<file path="config.mk">
export PLATFORM = sky130hd
export DESIGN_NAME = score_keeper
export DESIGN_NICKNAME = d
export VERILOG_FILES = /design/src/rtl/score_keeper_pkg.sv /design/src/rtl/score_keeper_bcd_counter2.sv /design/src/rtl/score_keeper.sv
export SDC_FILE = /design/constraint.sdc
export NUM_CORES = 1
export LEC_CHECK = 0
export BUFFER_PORTS_ARGS = -buffer_cell sky130_fd_sc_hd__clkbuf_2
export CAP_MARGIN = 20
export CORE_MARGIN = 1
export CORE_UTILIZATION = 53
export CTS_CLUSTER_DIAMETER = 120
export DETAILED_ROUTE_END_ITERATION = 6
export PLACE_DENSITY = 0.88
export SYNTH_ARGS = -nofsm -noshare
export SYNTH_HDL_FRONTEND = slang
export SYNTH_SLANG_ARGS = --single-unit
</file>
<file path="constraint.sdc">
create_clock -name Clk -period 2.7 [get_ports Clk]
set_input_delay 0.27 -clock Clk [delete_from_list [all_inputs] [get_ports Clk]]
set_output_delay 0.27 -clock Clk [all_outputs]
set_load 0.005 [all_outputs]
</file>
<file path="src/rtl/score_keeper_pkg.sv">
// Shared types and constants for the score path (score_keeper, bcd_counter2).
package score_pkg;

  typedef enum logic [1:0] {
    IDLE = 2'd0,
    RUN  = 2'd1,
    OVER = 2'd2
  } state_t;

  typedef logic [3:0] bcd_t;

  localparam int unsigned DEFAULT_UNIT_FRAMES = 30;
  localparam bcd_t        BCD_MAX             = 4'd9;

endpackage

</file>
<file path="src/rtl/score_keeper_bcd_counter2.sv">
// Two-digit BCD counter with parallel binary value, clear, enable and a
// saturation limit; 'incremented' pulses in the cycle the new value appears.
module bcd_counter2
  import score_pkg::*;
#(
  parameter int unsigned MAX_VALUE = 99
) (
  input  logic       clk,
  input  logic       rst_n,
  input  logic       clr,
  input  logic       en,
  output bcd_t       digit_hi,
  output bcd_t       digit_lo,
  output logic [6:0] value,
  output logic       incremented,
  output logic       at_max
);

  localparam logic [6:0] MAX_BIN = 7'(MAX_VALUE);

  assign at_max = (value == MAX_BIN);

  always_ff @(posedge clk or negedge rst_n) begin
    if (!rst_n) begin
      digit_hi    <= '0;
      digit_lo    <= '0;
      value       <= '0;
      incremented <= 1'b0;
    end else if (clr) begin
      digit_hi    <= '0;
      digit_lo    <= '0;
      value       <= '0;
      incremented <= 1'b0;
    end else begin
      incremented <= 1'b0;
      if (en && !at_max) begin
        value       <= value + 7'd1;
        incremented <= 1'b1;
        if (digit_lo == BCD_MAX) begin
          digit_lo <= '0;
          digit_hi <= digit_hi + 4'd1;
        end else begin
          digit_lo <= digit_lo + 4'd1;
        end
      end
    end
  end

endmodule

</file>
<file path="src/rtl/score_keeper.sv">
// Frame-counting score keeper: VS synchroniser, frame divider and run FSM.
// Optional best-score registers enabled by SCORE_KEEPER_HIGH_SCORE_EN.
module score_keeper
  import score_pkg::*;
#(
  parameter int unsigned UNIT_FRAMES = DEFAULT_UNIT_FRAMES,
  parameter int unsigned MAX_SCORE   = 99
) (
  input  logic       Clk,
  input  logic       Reset_n,
  input  logic       VGA_VS,
  input  logic       start,
  input  logic       collision,
  input  logic       pause,
  output logic [3:0] digit_hi,
  output logic [3:0] digit_lo,
  output logic [6:0] score_bin,
  output logic       score_tick,
  output logic       running,
  output logic       game_over,
  output logic       score_max,
  output logic [3:0] high_hi,
  output logic [3:0] high_lo
);

  localparam logic [7:0] DIV_LAST = 8'(UNIT_FRAMES - 1);

  state_t     state;
  logic       vs_s1, vs_s2, vs_prev;
  logic       frame_pulse;
  logic [7:0] divider;
  logic       cnt_clr, cnt_en;

  assign frame_pulse = vs_s2 & ~vs_prev;
  assign running     = (state == RUN);
  assign game_over   = (state == OVER);

  // Collision has priority over a coincident frame pulse, so it masks the increment.
  assign cnt_clr = start && (state != RUN);
  assign cnt_en  = running && !collision && frame_pulse && !pause && (divider == DIV_LAST);

  always_ff @(posedge Clk or negedge Reset_n) begin
    if (!Reset_n) begin
      vs_s1   <= 1'b0;
      vs_s2   <= 1'b0;
      vs_prev <= 1'b0;
      state   <= IDLE;
      divider <= '0;
    end else begin
      vs_s1   <= VGA_VS;
      vs_s2   <= vs_s1;
      vs_prev <= vs_s2;
      case (state)
        IDLE: begin
          if (start) begin
            state   <= RUN;
            divider <= '0;
          end
        end
        RUN: begin
          if (collision) begin
            state <= OVER;
          end else if (frame_pulse && !pause) begin
            divider <= (divider == DIV_LAST) ? '0 : divider + 8'd1;
          end
        end
        OVER: begin
          if (start) begin
            state   <= RUN;
            divider <= '0;
          end
        end
        default: state <= IDLE;
      endcase
    end
  end

  bcd_counter2 #(
    .MAX_VALUE(MAX_SCORE)
  ) u_counter (
    .clk        (Clk),
    .rst_n      (Reset_n),
    .clr        (cnt_clr),
    .en         (cnt_en),
    .digit_hi   (digit_hi),
    .digit_lo   (digit_lo),
    .value      (score_bin),
    .incremented(score_tick),
    .at_max     (score_max)
  );

`ifdef SCORE_KEEPER_HIGH_SCORE_EN
  logic [6:0] best_bin;

  always_ff @(posedge Clk or negedge Reset_n) begin
    if (!Reset_n) begin
      best_bin <= '0;
      high_hi  <= '0;
      high_lo  <= '0;
    end else if (running && collision && (score_bin > best_bin)) begin
      best_bin <= score_bin;
      high_hi  <= digit_hi;
      high_lo  <= digit_lo;
    end
  end
`else
  assign high_hi = '0;
  assign high_lo = '0;
`endif

endmodule
</file>
* Word-level counts from Yosys, hierarchy flattened *
Index checks and enable logic that the tools add are counted.
Widths: inputs -> output; s select.

storage, ports and cells
  output and inout bits = 27
  bits in latches = 0
  flip-flop bits (word level) = 29
  ROM bits = 0
  memory bits (writable) = 0
  word-level logic and storage cells = 61
  memories kept = 0

operators by class
  reductions and logical operators = 18
  add/subtract/negate cells = 4
  $lt $le $gt $ge = 0
  bitwise gates (word level) = 2
  multiplexer cells = 18
  shift operators = 0
  divide/modulo/power cells = 0
  equality and inequality tests = 10
  $mul = 0

operators with widths
  operator             count
  $mux 8               4
  $mux 4               6
  $pmux 8 s2           1
  $mux 7               2
  $add 4x1->4 const B  2
  $add 8x1->8 const B  1
  $eq 8x5->1 const B   1
  $add 7x1->7 const B  1
  $eq 7x7->1 const B   1
  $logic_and 1x1->1    7
  $ne 2x1->1 const B   3
  $reduce_bool 2->1    3
  $eq 4x4->1 const B   1
  $mux 2               2
  $ne 2x2->1 const B   2
  $pmux 2 s2           1
  $reduce_and 2->1     2
  $reduce_and 4->1     1
  $logic_not 1->1      3
  $eq 2x1->1 const B   1
  $eq 2x2->1 const B   1
  $logic_not 2->1      1
  $mux 1               2
  $reduce_or 2->1      1
  other kinds (2)      2

* Depth between registers and ports, before layout *
  word-level depth = 8
  gate-level depth with buffers = 8

* Hierarchy *
Synthesis repeated with hierarchy kept, for this count alone.

unflattened totals
  cells, all modules = 156
  area, all modules = 1,629.1 um2

modules (own cells, without submodules)
  module        area an instance (um2)  cells each  instances
  bcd_counter2  867.1                   85          1
  score_keeper  762.0                   71          1

* Least setup slack after synthesis *
No wires, ideal clock.

  path type = register to register
  start point = register vs_prev
  end point = register u_counter.value[4]
  cell stages (with the launch flop) = 6
  path slack = 797 ps
  setup time = 77 ps
  arrival time = 1,825 ps
  period minus slack after synthesis = 1,903 ps
  cells stage by stage = dfrtp_1 or4b_4 nand4bb_4 buf_6 or4_1 a21oi_1

on the way
  longest elaborated chain between the ends = 7

RTL lines
  item                                line                             RTL
  from (decl)                         score_keeper.sv:29               logic vs_s1, vs_s2, vs_prev;
  from (signal assigned)              score_keeper.sv:52               vs_prev <= vs_s2;
  $not 1->1                           score_keeper.sv:34               assign frame_pulse = vs_s2 & ~vs_prev;
  $and 1x1->1                         score_keeper.sv:34
  $logic_and 1x1->1 (3 in series)     score_keeper.sv:40               assign cnt_en = running && !collision && frame_pulse && !pause && (divider == DIV_LAST);
  $logic_and 1x1->1                   score_keeper_bcd_counter2.sv:36  if (en && !at_max) begin
  $reduce_bool 2->1 (no source line)  --
  to (signal assigned)                score_keeper_bcd_counter2.sv:37  value <= value + 7'd1;
  to (decl)                           score_keeper_bcd_counter2.sv:14  output logic [6:0] value,

Every way passes these cells.
A chain may end at the register's enable or synchronous reset.

* Final worst setup path *
  start point = register divider[1]
  end point = register u_counter.digit_lo[3]

on the way
  longest elaborated chain between the ends = 4

RTL lines
  item                                line                             RTL
  from (decl)                         score_keeper.sv:31               logic [7:0] divider;
  from (signal assigned)              score_keeper.sv:64               divider <= (divider == DIV_LAST) ? '0 : divider + 8'd1;
  $eq 8x5->1                          score_keeper.sv:40
  $logic_and 1x1->1                   score_keeper.sv:40
  $logic_and 1x1->1                   score_keeper_bcd_counter2.sv:36
  $reduce_bool 2->1 (no source line)  --
  to (signal assigned)                score_keeper_bcd_counter2.sv:43  digit_lo <= digit_lo + 4'd1;
  to (decl)                           score_keeper_bcd_counter2.sv:13  output bcd_t digit_lo,

Every way passes these cells.

==> impl_summary.log <==
[metrics] outcome: finished clean
[metrics] vias per inst: around 6
[metrics] Post-CTS Setup Inserts: 0
[metrics] highest clock rate: 440 MHz
[metrics] Post-Route Setup TNS: 0 ns
[metrics] reg-to-reg critical path startpoint: divider[1]
[metrics] kind of launch point of the worst setup path: register
[metrics] worst-case hold slack: 0.0485 ns
[metrics] clock-pin slew of the registers on the worst-case setup and hold paths: 0.09 ns
[metrics] Relative slew margins: 0.527
[metrics] initial standard-cell utilization of the core: 0.563
[metrics] clock buffers created by TritonCTS: 5
[metrics] Post-Syn Instances: 151
[metrics] total power per unit cell area: 526 nW/um^2
[metrics] clock tree from TritonCTS: done
[metrics] prevailing post-synth register cell: dfrtp_1
[metrics] clock tree root buffer cell: clkbuf_4
[metrics] final routed wirelength across all metal layers: 3.29 mm
[metrics] worst-case vdd ir drop: 0.000512 V
[metrics] cell chain of the critical path: inv_1 > ha_1 > nor4b_2 > nand4bb_4 > or2_0 > o41ai_1
[metrics] global-route usage over all layers: 0.226
[metrics] post-layout net count: 189
[metrics] share of total power in sequential cells: 0.487
[metrics] highest metal layer with signal wires: met4
[metrics] number of optimization iterations in the first detailed-route pass: 4
[metrics] Layout area overhead: 12.6%
[metrics] synthesized area per cell: around 10 sq um
[metrics] Final HPWL DP: 2.30 mm
[metrics] number of pins exceeding their max-slew limit in the final report: 0
[metrics] maximum number of pins on one net before global-route repair: 30
[metrics] Met1 Routed Length: 1.39 mm
[metrics] # Max-Cap Violations: 0
[metrics] share of final-layout standard cells stronger than drive strength 1: 0.247
[metrics] Die Footprint: 3170 sq um
[metrics] arrival time reported for the critical path endpoint: 2.49 ns
[metrics] DIE WIDTH: roughly 56 um
[metrics] cell area after synthesis: 1570 sq um
[metrics] fraction of the cycle the final worst path needs: 0.842
[metrics] number of different library cells in the post-synthesis netlist: 44
[metrics] core utilization of the finished layout: 0.634
[metrics] Starting DRT DRC Count: 18
[metrics] number of remaining DRC errors: 0
[metrics] setup repair after global routing missed its margin: no
[metrics] Clock Sinks: 29
[metrics] number of vias in the routed layout: 1268
[metrics] kind of path behind the tightest hold check: in -> reg
[metrics] initial antenna violation count: 0
[metrics] portion of total power attributed to combinational logic: 0.115
[metrics] Filler cells: approximately 220
[metrics] number of rows created at floorplan: 19
[metrics] total internal power: 707 uW
[metrics] Buf+Inv Stages, Crit Path: 1
[metrics] switching fraction of total power: 0.237
[metrics] reg-to-reg slack, setup: 0.43 ns
[metrics] final-report hold violation count: 0
[metrics] Yosys Warn Count: 0
[metrics] IO Count: 33
[metrics] Clock Tree Buf Depth: 2
[metrics] total congestion overflow after global routing: 0
[metrics] slowest CP cell: dfrtp_1
[metrics] Static Leakage: ~0.85 nW
[metrics] routed wl met2: 1.63 mm
[metrics] hold_sp: VGA_VS
[metrics] routed length on met3: approximately 140 um
[metrics] port buffer count: 24
[metrics] cell type group with the largest total delay on the critical path: simple AND/OR/NAND/NOR gates
[metrics] measured slew at the worst slew-check pin: 0.710 ns
[metrics] global-route wire length before repair: 5.35 mm
[metrics] total of cells resized after clock tree synthesis: 0
[metrics] detail-routed net length per standard cell: approximately 16 um
[metrics] number of synthesized flops with an enable pin: 0
[metrics] Critical path origin: divider[1]
[metrics] switching pwr: 220 uW
[metrics] clock network power share: 0.397
[metrics] maximum single-stage delay on the critical path: 0.43 ns
[metrics] antenna diode instance count: 0
[metrics] global placement routability congestion: 0.809
[metrics] required time at the worst-slack endpoint: 2.92 ns
[metrics] Setup Viol. Count Final: 0
[metrics] Clock Skews: 0.00857 ns
[metrics] share of synthesized registers carrying an async set or reset: 1.00
[metrics] number of synthesized register bits: 29
[metrics] minimum clock period after layout: ~2.3 ns
[metrics] core outline area: 2780 sq um
[metrics] vias in the first global route: 1182
[metrics] H-tree lvl count: 2
[metrics] nature of the critical path endpoint: register
[metrics] worst-skew pair later-pin latency: 0.33 ns
[metrics] portion of the post-synthesis area used by sequential elements: 0.464
[metrics] height of the chip: 56.3 um
[metrics] largest fanout of any net on the critical path: 21
[metrics] number of nets still failing antenna checks after routing: 0
[metrics] start-to-end type of the worst setup path: reg -> reg
==> sequential cells by signal, summed over array words and instances, names as in the netlist <==
name and count:
divider 8, u_counter.value 7, u_counter.digit_hi 4, u_counter.digit_lo 4, state 2, u_counter.incremented 1
vs_prev 1, vs_s1 1, vs_s2 1
==> cell usage in the layout, fill, tap and decap left out, types with 4 or more instances in the layout <==
master / synthesis / final
dfrtp_1: 29 / 29
clkbuf_2: 0 / 24
inv_1: 10 / 10
nand2_1: 10 / 10
conb_1: 1 / 8
a21oi_1: 7 / 7
o31ai_1: 6 / 6
a31oi_1: 6 / 6
ha_1: 6 / 6
a31o_2: 5 / 5
clkbuf_4: 0 / 5
mux2i_1: 4 / 4
or4_1: 4 / 4
o211ai_1: 4 / 4
==> worst register-to-register path, delay by kind of cell, from the launching register on <==
| family | cells | cell delay [ns] |
|---|---|---|
| fa+ha+maj | 1 | 0.13 |
| simple gates | 3 | 1.15 |
| buf+inv | 1 | 0.09 |
| flops | 1 | 0.43 |
| compound gates | 1 | 0.37 |
==> stage by stage <==
step	cells	setup slack [ns]	power [mW]	area, sq um
final	209	0.427	0.927	1760
after CTS	209	0.451	0.937	1760
after floorplan	158	0.797	0.536	1590
after global routing	209	0.294	0.965	1760
after global placement	200	0.567	0.556	1670
after detailed placement	200	0.409	0.564	1670
==> synth_stat cells, types with 2 or more instances <==
| cell | number | share of area |
|---|---|---|
| a21oi_1 | 7 | 0.022 |
| a31o_2 | 5 | 0.028 |
| a31oi_1 | 6 | 0.024 |
| a41oi_1 | 2 | 0.011 |
| and3_1 | 3 | 0.012 |
| buf_4 | 8 | 0.038 |
| clkbuf_1 | 4 | 0.0096 |
| dfrtp_1 | 29 | 0.46 |
| ha_1 | 6 | 0.048 |
| inv_1 | 10 | 0.024 |
| mux2i_1 | 4 | 0.026 |
| nand2_1 | 10 | 0.024 |
| nand2b_1 | 3 | 0.012 |
| nand3_1 | 3 | 0.0096 |
| nand4_1 | 2 | 0.0080 |
| nor2_1 | 3 | 0.0072 |
| nor2b_1 | 2 | 0.0080 |
| nor3b_1 | 2 | 0.0096 |
| o211ai_1 | 4 | 0.019 |
| o21ai_0 | 3 | 0.0096 |
| o22ai_1 | 2 | 0.0080 |
| o31ai_1 | 6 | 0.029 |
| or2_2 | 3 | 0.012 |
| or4_1 | 4 | 0.019 |
==> layout make-up <==
cell class / instances / area [sq um] / area share
clock buffer: 7 / 55.1 / 0.0312
clock inverter: 1 / 30.0 / 0.0170
inverter: 10 / 37.5 / 0.0213
multi-input combinational: 105 / 738 / 0.419
sequential: 29 / 726 / 0.412
tap: 31 / 38.8 / 0.0220
timing repair buffer: 26 / 138 / 0.0781
==> power by group through the flow <==
stage	logic, mW	clock network, mW	registers, mW
global route	0.119	0.393	0.454
global placement	0.0968	0	0.460
CTS	0.107	0.379	0.452
finish	0.107	0.368	0.451
detailed placement	0.104	0	0.460
floorplan	0.0776	0	0.458
==> timing repair <==
action,CTS,global route
hold buffers,1,0
endpoints found under the hold margin,16,0
setup endpoints to repair,0,0
==> logic make-up (layout without fill, tap and decap cells) <==
| logic type | count (synthesis) | after routing | synth area share |
|---|---|---|---|
| AND/OR/NAND/NOR | 45 | 45 | 0.189 |
| AO/OA/AOI/OAI | 41 | 41 | 0.184 |
| flip-flops | 29 | 29 | 0.464 |
| buffers and inverters | 24 | 44 | 0.0815 |
| adder cells (fa/ha/maj) | 6 | 6 | 0.0480 |
| multiplexers | 4 | 4 | 0.0256 |
| other | 1 | 8 | 0.00240 |
| XOR/XNOR | 1 | 1 | 0.00560 |
==> final timing paths <==
check	end	cells past startpoint
max	u_counter.digit_lo[3]	6
min	vs_s1	1
max reg2reg	u_counter.digit_lo[3]	6
min reg2reg	vs_s2	0
max in group asynchronous	vs_prev	2
min in group asynchronous	divider[6]	2
==> metal layers <==
metal | up-vias | global-route usage
li1 | 600 | -
met1 | 619 | 0.260
met2 | 37 | 0.371
met3 | 12 | 0.0691
met4 | 0 | 0.132
met5 | - | 0
Note: power is estimated with default switching activity, not from simulation.
